**src/rtl/lemmings_world_if.sv**
```systemverilog
// rtl/lemmings_world_if.sv - lemming FSM <-> world handshake bundle
// master = lemming FSM side, slave = world side.
interface lemmings_world_if;
  logic walk_left;
  logic walk_right;
  logic aaah;
  logic digging;
  logic bump_left;
  logic bump_right;
  logic ground;
  logic dig;

  modport master (
    output walk_left, walk_right, aaah, digging,
    input  bump_left, bump_right, ground, dig
  );

  modport slave (
    input  walk_left, walk_right, aaah, digging,
    output bump_left, bump_right, ground, dig
  );
endinterface

```
**src/rtl/lemmings_world.sv**
```systemverilog
// rtl/lemmings_world.sv - destructible-terrain environment closing the loop around a lemming FSM
// Optional host terrain write port enabled by LEMMINGS_WORLD_CFG_EN.
module lemmings_world #(
  parameter int WIDTH        = 16,
  parameter int LAYERS       = 8,
  parameter int START_X      = 4,
  parameter int FALL_DIV     = 4,
  parameter int DIG_CYCLES   = 3,
  parameter int SPLAT_CYCLES = 20
) (
  input  logic                      clk,
  input  logic                      areset,
  lemmings_world_if.slave           lem,
  input  logic                      dig_req,
  input  logic                      cfg_we,
  input  logic [$clog2(LAYERS)-1:0] cfg_row,
  input  logic [$clog2(WIDTH)-1:0]  cfg_col,
  input  logic                      cfg_solid,
  output logic [$clog2(WIDTH)-1:0]  pos_x,
  output logic [$clog2(LAYERS)-1:0] pos_y,
  output logic                      splat
);

  localparam int XW  = $clog2(WIDTH);
  localparam int YW  = $clog2(LAYERS);
  localparam int DVW = (FALL_DIV > 1) ? $clog2(FALL_DIV) : 1;
  localparam int DGW = (DIG_CYCLES > 1) ? $clog2(DIG_CYCLES) : 1;
  localparam logic [XW-1:0]  X_MAX    = XW'(WIDTH - 1);
  localparam logic [YW-1:0]  Y_BED    = YW'(LAYERS - 1);
  localparam logic [DVW-1:0] DIV_LAST = DVW'(FALL_DIV - 1);
  localparam logic [DGW-1:0] DIG_LAST = DGW'(DIG_CYCLES - 1);

  logic [XW-1:0]    x, x_n;
  logic [YW-1:0]    y, y_n;
  logic [WIDTH-1:0] solid [LAYERS];
  logic [5:0]       fall_cnt, fall_n;
  logic [DVW-1:0]   div_cnt, div_n;
  logic [DGW-1:0]   dig_cnt, dig_n;
  logic             dig_pend, dig_pend_n;
  logic             splat_r, splat_n;
  logic             dig_clr;
  logic             on_ground;

  assign on_ground = solid[y][x];

  always_comb begin
    x_n     = x;
    y_n     = y;
    fall_n  = fall_cnt;
    div_n   = div_cnt;
    dig_n   = dig_cnt;
    splat_n = splat_r;
    dig_clr = 1'b0;
    if (!splat_r) begin
      if (on_ground && (lem.walk_left ^ lem.walk_right)) begin
        if (lem.walk_left && x != '0)
          x_n = x - 1'b1;
        if (lem.walk_right && x != X_MAX)
          x_n = x + 1'b1;
      end

      if (!lem.aaah) begin
        fall_n = '0;
        div_n  = '0;
      end else if (!on_ground) begin
        if (fall_cnt != 6'd63)
          fall_n = fall_cnt + 6'd1;
        if (div_cnt == DIV_LAST) begin
          div_n = '0;
          if (y != Y_BED)
            y_n = y + 1'b1;
        end else begin
          div_n = div_cnt + 1'b1;
        end
      end else begin
        // Landing: the accumulated fall length decides survival.
        if (fall_cnt >= 6'(SPLAT_CYCLES))
          splat_n = 1'b1;
        fall_n = '0;
        div_n  = '0;
      end

      if (!lem.digging) begin
        dig_n = '0;
      end else if (on_ground) begin
        if (dig_cnt == DIG_LAST) begin
          dig_n   = '0;
          dig_clr = (y != Y_BED);
        end else begin
          dig_n = dig_cnt + 1'b1;
        end
      end
    end
  end

  // Host request beats the lemming's acknowledge in the same cycle.
  assign dig_pend_n = dig_req ? 1'b1 : ((lem.digging || lem.aaah) ? 1'b0 : dig_pend);

  always_ff @(posedge clk or posedge areset) begin
    if (areset) begin
      x        <= XW'(START_X);
      y        <= '0;
      fall_cnt <= '0;
      div_cnt  <= '0;
      dig_cnt  <= '0;
      dig_pend <= 1'b0;
      splat_r  <= 1'b0;
      for (int r = 0; r < LAYERS; r++)
        solid[r] <= '1;
    end else begin
      x        <= x_n;
      y        <= y_n;
      fall_cnt <= fall_n;
      div_cnt  <= div_n;
      dig_cnt  <= dig_n;
      dig_pend <= dig_pend_n;
      splat_r  <= splat_n;
      if (dig_clr)
        solid[y][x] <= 1'b0;
`ifdef LEMMINGS_WORLD_CFG_EN
      // Placed after the dig clear so a host write to the same tile wins.
      if (cfg_we && cfg_row < Y_BED)
        solid[cfg_row][cfg_col] <= cfg_solid;
`endif
    end
  end

`ifndef LEMMINGS_WORLD_CFG_EN
  logic unused_cfg;
  assign unused_cfg = &{1'b0, cfg_we, cfg_row, cfg_col, cfg_solid};
`endif

  assign lem.bump_left  = (x == '0);
  assign lem.bump_right = (x == X_MAX);
  assign lem.ground     = on_ground;
  assign lem.dig        = dig_pend;
  assign pos_x          = x;
  assign pos_y          = y;
  assign splat          = splat_r;

endmodule

```
**src/flat_wrapper.sv**
```systemverilog
// flat-port wrapper written by rule: the top's interface ports become plain ports
module lemmings_world_flat 
#(
  parameter int WIDTH        = 16,
  parameter int LAYERS       = 8,
  parameter int START_X      = 4,
  parameter int FALL_DIV     = 4,
  parameter int DIG_CYCLES   = 3,
  parameter int SPLAT_CYCLES = 20
)
  (clk, areset, dig_req, cfg_we, cfg_row, cfg_col, cfg_solid, pos_x, pos_y, splat, lem_walk_left, lem_walk_right, lem_aaah, lem_digging, lem_bump_left, lem_bump_right, lem_ground, lem_dig);
  lemmings_world_if lem_i ();
  input  logic clk;
  input  logic areset;
  input  logic dig_req;
  input  logic cfg_we;
  input  logic [$clog2(LAYERS)-1:0] cfg_row;
  input  logic [$clog2(WIDTH)-1:0] cfg_col;
  input  logic cfg_solid;
  output logic [$clog2(WIDTH)-1:0] pos_x;
  output logic [$clog2(LAYERS)-1:0] pos_y;
  output logic splat;
  input wire logic [$bits(lem_i.walk_left)-1:0] lem_walk_left;
  input wire logic [$bits(lem_i.walk_right)-1:0] lem_walk_right;
  input wire logic [$bits(lem_i.aaah)-1:0] lem_aaah;
  input wire logic [$bits(lem_i.digging)-1:0] lem_digging;
  output wire logic [$bits(lem_i.bump_left)-1:0] lem_bump_left;
  output wire logic [$bits(lem_i.bump_right)-1:0] lem_bump_right;
  output wire logic [$bits(lem_i.ground)-1:0] lem_ground;
  output wire logic [$bits(lem_i.dig)-1:0] lem_dig;
  assign lem_i.walk_left = lem_walk_left;
  assign lem_i.walk_right = lem_walk_right;
  assign lem_i.aaah = lem_aaah;
  assign lem_i.digging = lem_digging;
  assign lem_bump_left = lem_i.bump_left;
  assign lem_bump_right = lem_i.bump_right;
  assign lem_ground = lem_i.ground;
  assign lem_dig = lem_i.dig;
  lemmings_world #(.WIDTH(WIDTH), .LAYERS(LAYERS), .START_X(START_X), .FALL_DIV(FALL_DIV), .DIG_CYCLES(DIG_CYCLES), .SPLAT_CYCLES(SPLAT_CYCLES)) u_core (.clk(clk), .areset(areset), .lem(lem_i), .dig_req(dig_req), .cfg_we(cfg_we), .cfg_row(cfg_row), .cfg_col(cfg_col), .cfg_solid(cfg_solid), .pos_x(pos_x), .pos_y(pos_y), .splat(splat));
endmodule
```
**config.mk**
```make
export PLATFORM = sky130hd
export DESIGN_NAME = lemmings_world_flat
export DESIGN_NICKNAME = d
export VERILOG_FILES = /design/src/rtl/lemmings_world_if.sv /design/src/rtl/lemmings_world.sv /design/src/flat_wrapper.sv
export SDC_FILE = /design/constraint.sdc
export NUM_CORES = 1
export LEC_CHECK = 0
export BUFFER_PORTS_ARGS = -buffer_cell sky130_fd_sc_hd__buf_2
export CORE_ASPECT_RATIO = 1.5
export CORE_MARGIN = 2
export CORE_UTILIZATION = 40
export CTS_BUF_LIST = sky130_fd_sc_hd__clkbuf_8
export CTS_CLUSTER_DIAMETER = 60
export DETAILED_ROUTE_END_ITERATION = 7
export HOLD_SLACK_MARGIN = 0.06
export SLEW_MARGIN = 20
export SYNTH_ARGS = -nofsm -noshare
export SYNTH_HDL_FRONTEND = slang
export SYNTH_SLANG_ARGS = --single-unit
export TNS_END_PERCENT = 30
```
**constraint.sdc**
```tcl
create_clock -name clk -period 4.85 [get_ports clk]
set_input_delay 0.97 -clock clk [delete_from_list [all_inputs] [get_ports clk]]
set_output_delay 0.97 -clock clk [all_outputs]
set_load 0.01 [all_outputs]
```
==> results.cfg <==
[outcome]
status = complete, no violations

[sta]
clock.fmax_mhz = 214.0
drv_slew = 0
setup_ws_ns = 0.1769
timing.final.crit_share = 0.9635
slew_headroom = 0.3178
setup_viol = 0
fin_crit_ns = 4.673
fin_setup_tns_ns = 0
holdWs_ns = 0.4556
grt_setup_unrepaired = no
hold_viol = 0
tightest_slew_ns = 1.021
clock_skew_ns = 0.01948

[clocking]
post-cts-setup-buffer-count = 0
insertion_delay_ns = 0.45
numCtsBuffers = 17
ctsHoldBuffers = 0
clock-root-buffer = clkbuf_8
cts_resized = 0
cts_tree = yes
clk_pin_slew_worst_paths_ns = 0.08
htree_levels = 4
clock-sinks = 147
cts_max_path_buffers = 2

[setup_path]
cp.arrival_ns = 3.70
worst_path_max_delay_cell = dfrtp_1
path_common_cell = buf_4
cp.required_ns = 3.88
cpPeakStageDelay_ns = 0.79
path_class = reg -> out
critPathLaunchType = flop
endpoint_kind = output pin
r2r-start = u_core.pos_y[1]
crit_chain = buf_4 -> buf_4 -> mux2_2 -> a221o_1 -> nand2_1 -> a21oi_1 -> a2111oi_2 -> o31a_4 -> inv_4 -> buf_2
crit_path_start = u_core.pos_y[1]
critPathMaxFanout = 14

[floorplanning]
chipHeight_um = 167.1
core-area_um2 = 17350
initial_core_util = 0.4089
die-area_um2 = 18840
die_x_um = 112.7
placementRows = 59
io-pin-count = 28

[synth]
yosysUniqueCellTypes = 65
synth_simple_gate_area_share = 0.09737
synth_nets = 617
syn-cell-area_um2 = 7093
synth_top_family_by_area = compound AO/OA/AOI/OAI gates
synth_compound_area_frac = 0.2286
async_reset_ff_frac = 1.000
yosys.area_share.xor_xnor = 0.006174
ys_seq_area_frac = 0.5414
synthMuxAreaShare = 0.06915
synth-edff-count = 0
syn_avg_cell_area_um2 = 11.96
ys_ff_latch = 147
synthCells = 593
yosys_warnings = 0
synthAdderAreaFrac = 0.01517
synth_flop_cell = dfstp_2

[layout]
area_growth_pct = 9.578
fin_area_um2 = 7772
nNetsFinal = 632
multi_input_area_um2 = 2954
drive_above_1_share = 0.3720
num_antenna_cells = 0
seqCellArea_um2 = 3841
n_fill_cell = 1578

[global_route]
grt_max_degree = 108
grt_use_met1 = 0.2642
overflow = 0
met3_usage = 0.03909
first_global_vias = 5404
gr-usage-all-layers = 0.2142
grt.busiest_layer = met2
antenna_found_initial = 0
grt_pass1_wl_um = 31100
met2_usage = 0.3608

[placed_design]
placed_area_um2 = 7347
dpl_worst_slack_ns = 0.6645
dp_hpwl_um = 12840
gp_congestion = 0.8812
portBuffers = 18

[routing]
wire_per_inst_um = 23.36
drt_first_pass_iters = 5
drt-total-wl_um = 19490
via_count = 5121
post_drt_via_cell_ratio = 6.140
drc = 0
drt_iter0_drc = 432
ant_nets = 0

[power]
powerDensity_nw_per_um2 = 468.7
power_mw = 3.643
p_leak_nw = 2.875
ir_worst_vdd_uv = 221.9

[hold_path]
hold_class = reg -> reg
worstHoldStart = u_core.solid[60]

[flow_run]
max_cap_violations = 0
worst paths after layout:
check / depth (start not counted) / slack [ns] / end
hold / removal: 1 / 0.46 / u_core.solid[60]
hold reg to reg: 1 / 0.46 / u_core.solid[60]
setup reg to reg: 12 / 0.82 / u_core.solid[89]
max in group asynchronous: 3 / 3.00 / u_core.solid[92]
min in group asynchronous: 2 / 0.73 / u_core.dig_cnt[0]
setup / recovery: 10 / 0.18 / lem_ground
power by group:
group          switching [mW]  total (mW)  internal [mW]
Clock                   0.483        1.04          0.557
Sequential              0.157        1.44           1.28
Combinational           0.795        1.17          0.373
Total                    1.43        3.64           2.21
cells in the final DEF, fill, tap and decap left out, types with 3 or more instances in the layout:
| master | n |
|---|---|
| o21a_1 | 80 |
| a21o_1 | 3 |
| dfrtp_1 | 17 |
| buf_2 | 18 |
| dfstp_2 | 129 |
| nor2_1 | 21 |
| a32o_1 | 3 |
| nor3_1 | 4 |
| nand2b_1 | 10 |
| clkbuf_8 | 17 |
| o31a_1 | 48 |
| o21ai_0 | 7 |
| and3_1 | 4 |
| or4_1 | 3 |
| a221o_1 | 3 |
| mux2i_1 | 13 |
| or2_2 | 3 |
| inv_1 | 11 |
| mux2_2 | 11 |
| ha_1 | 7 |
| mux4_2 | 10 |
| a22oi_1 | 6 |
| a221oi_1 | 12 |
| nor2b_1 | 7 |
| inv_6 | 3 |
| xor2_1 | 4 |
| buf_4 | 19 |
| nand3_1 | 18 |
| bufinv_16 | 4 |
| o22a_1 | 3 |
| nand2_1 | 54 |
| o22ai_1 | 8 |
| a21oi_1 | 11 |
| and2_1 | 3 |
Yosys cell counts, types with 11 or more instances:
master	instances	area [um2]
a221oi_1	12	105.1
nand3_1	18	90.09
o31a_1	48	420.4
o21a_1	80	600.6
nor2_1	21	78.83
mux2i_1	13	130.1
a21oi_1	11	55.05
buf_2	12	60.06
mux2_2	11	123.9
dfstp_2	129	3390
dfrtp_1	18	450.4
nand2_1	54	202.7
cell type report:
| class | count | share of cell area |
|---|---|---|
| multi-input combinational | 393 | 0.3801 |
| clock inverter | 15 | 0.02463 |
| clock buffer | 17 | 0.03010 |
| sequential | 147 | 0.4942 |
| inverter | 12 | 0.006761 |
| tap | 213 | 0.03429 |
| timing repair buffer | 37 | 0.02994 |
worst max-delay path: cells and delay by family, from the launching register on:
| kind | cells | cell delay [ns] |
|---|---|---|
| multiplexers | 1 | 0.36 |
| buffers and inverters | 4 | 0.80 |
| AO/OA/AOI/OAI | 4 | 1.22 |
| flip-flops | 1 | 0.79 |
| AND/OR/NAND/NOR | 1 | 0.07 |
metrics by stage:
stage	util	cells
after CTS	0.4480	834
after floorplan	-	593
final	0.4480	834
after global placement	0.4235	802
after detailed placement	0.4235	802
after global routing	0.4480	834
routing by layer:
| layer | routed length (um) | part of all wire | vias up |
|---|---|---|---|
| li1 | - | - | 2237 |
| met1 | 7873 | 0.40 | 2668 |
| met3 | 917 | 0.047 | 63 |
| met5 | 0 | 0 | - |
| met4 | 907 | 0.047 | 0 |
| met2 | 9787 | 0.50 | 153 |
sequential cells by signal (all words and copies together), names as in the netlist:
register	count
u_core.pos_x	4
u_core.pos_y	3
u_core.solid	128
u_core.fall_cnt	6
u_core.lem.dig	1
u_core.splat	1
u_core.div_cnt	2
u_core.dig_cnt	2
kinds of logic (layout without fill, tap and decap cells):
group	Yosys count	count (layout)
AOI/OAI and AO/OA	206	206
DFF	147	147
and+or+nand+nor	139	139
buffers and inverters	53	81
muxes	35	35
adders and majority gates	8	8
xor gates and xnor gates	5	5
(Power assumes the default switching activity.)
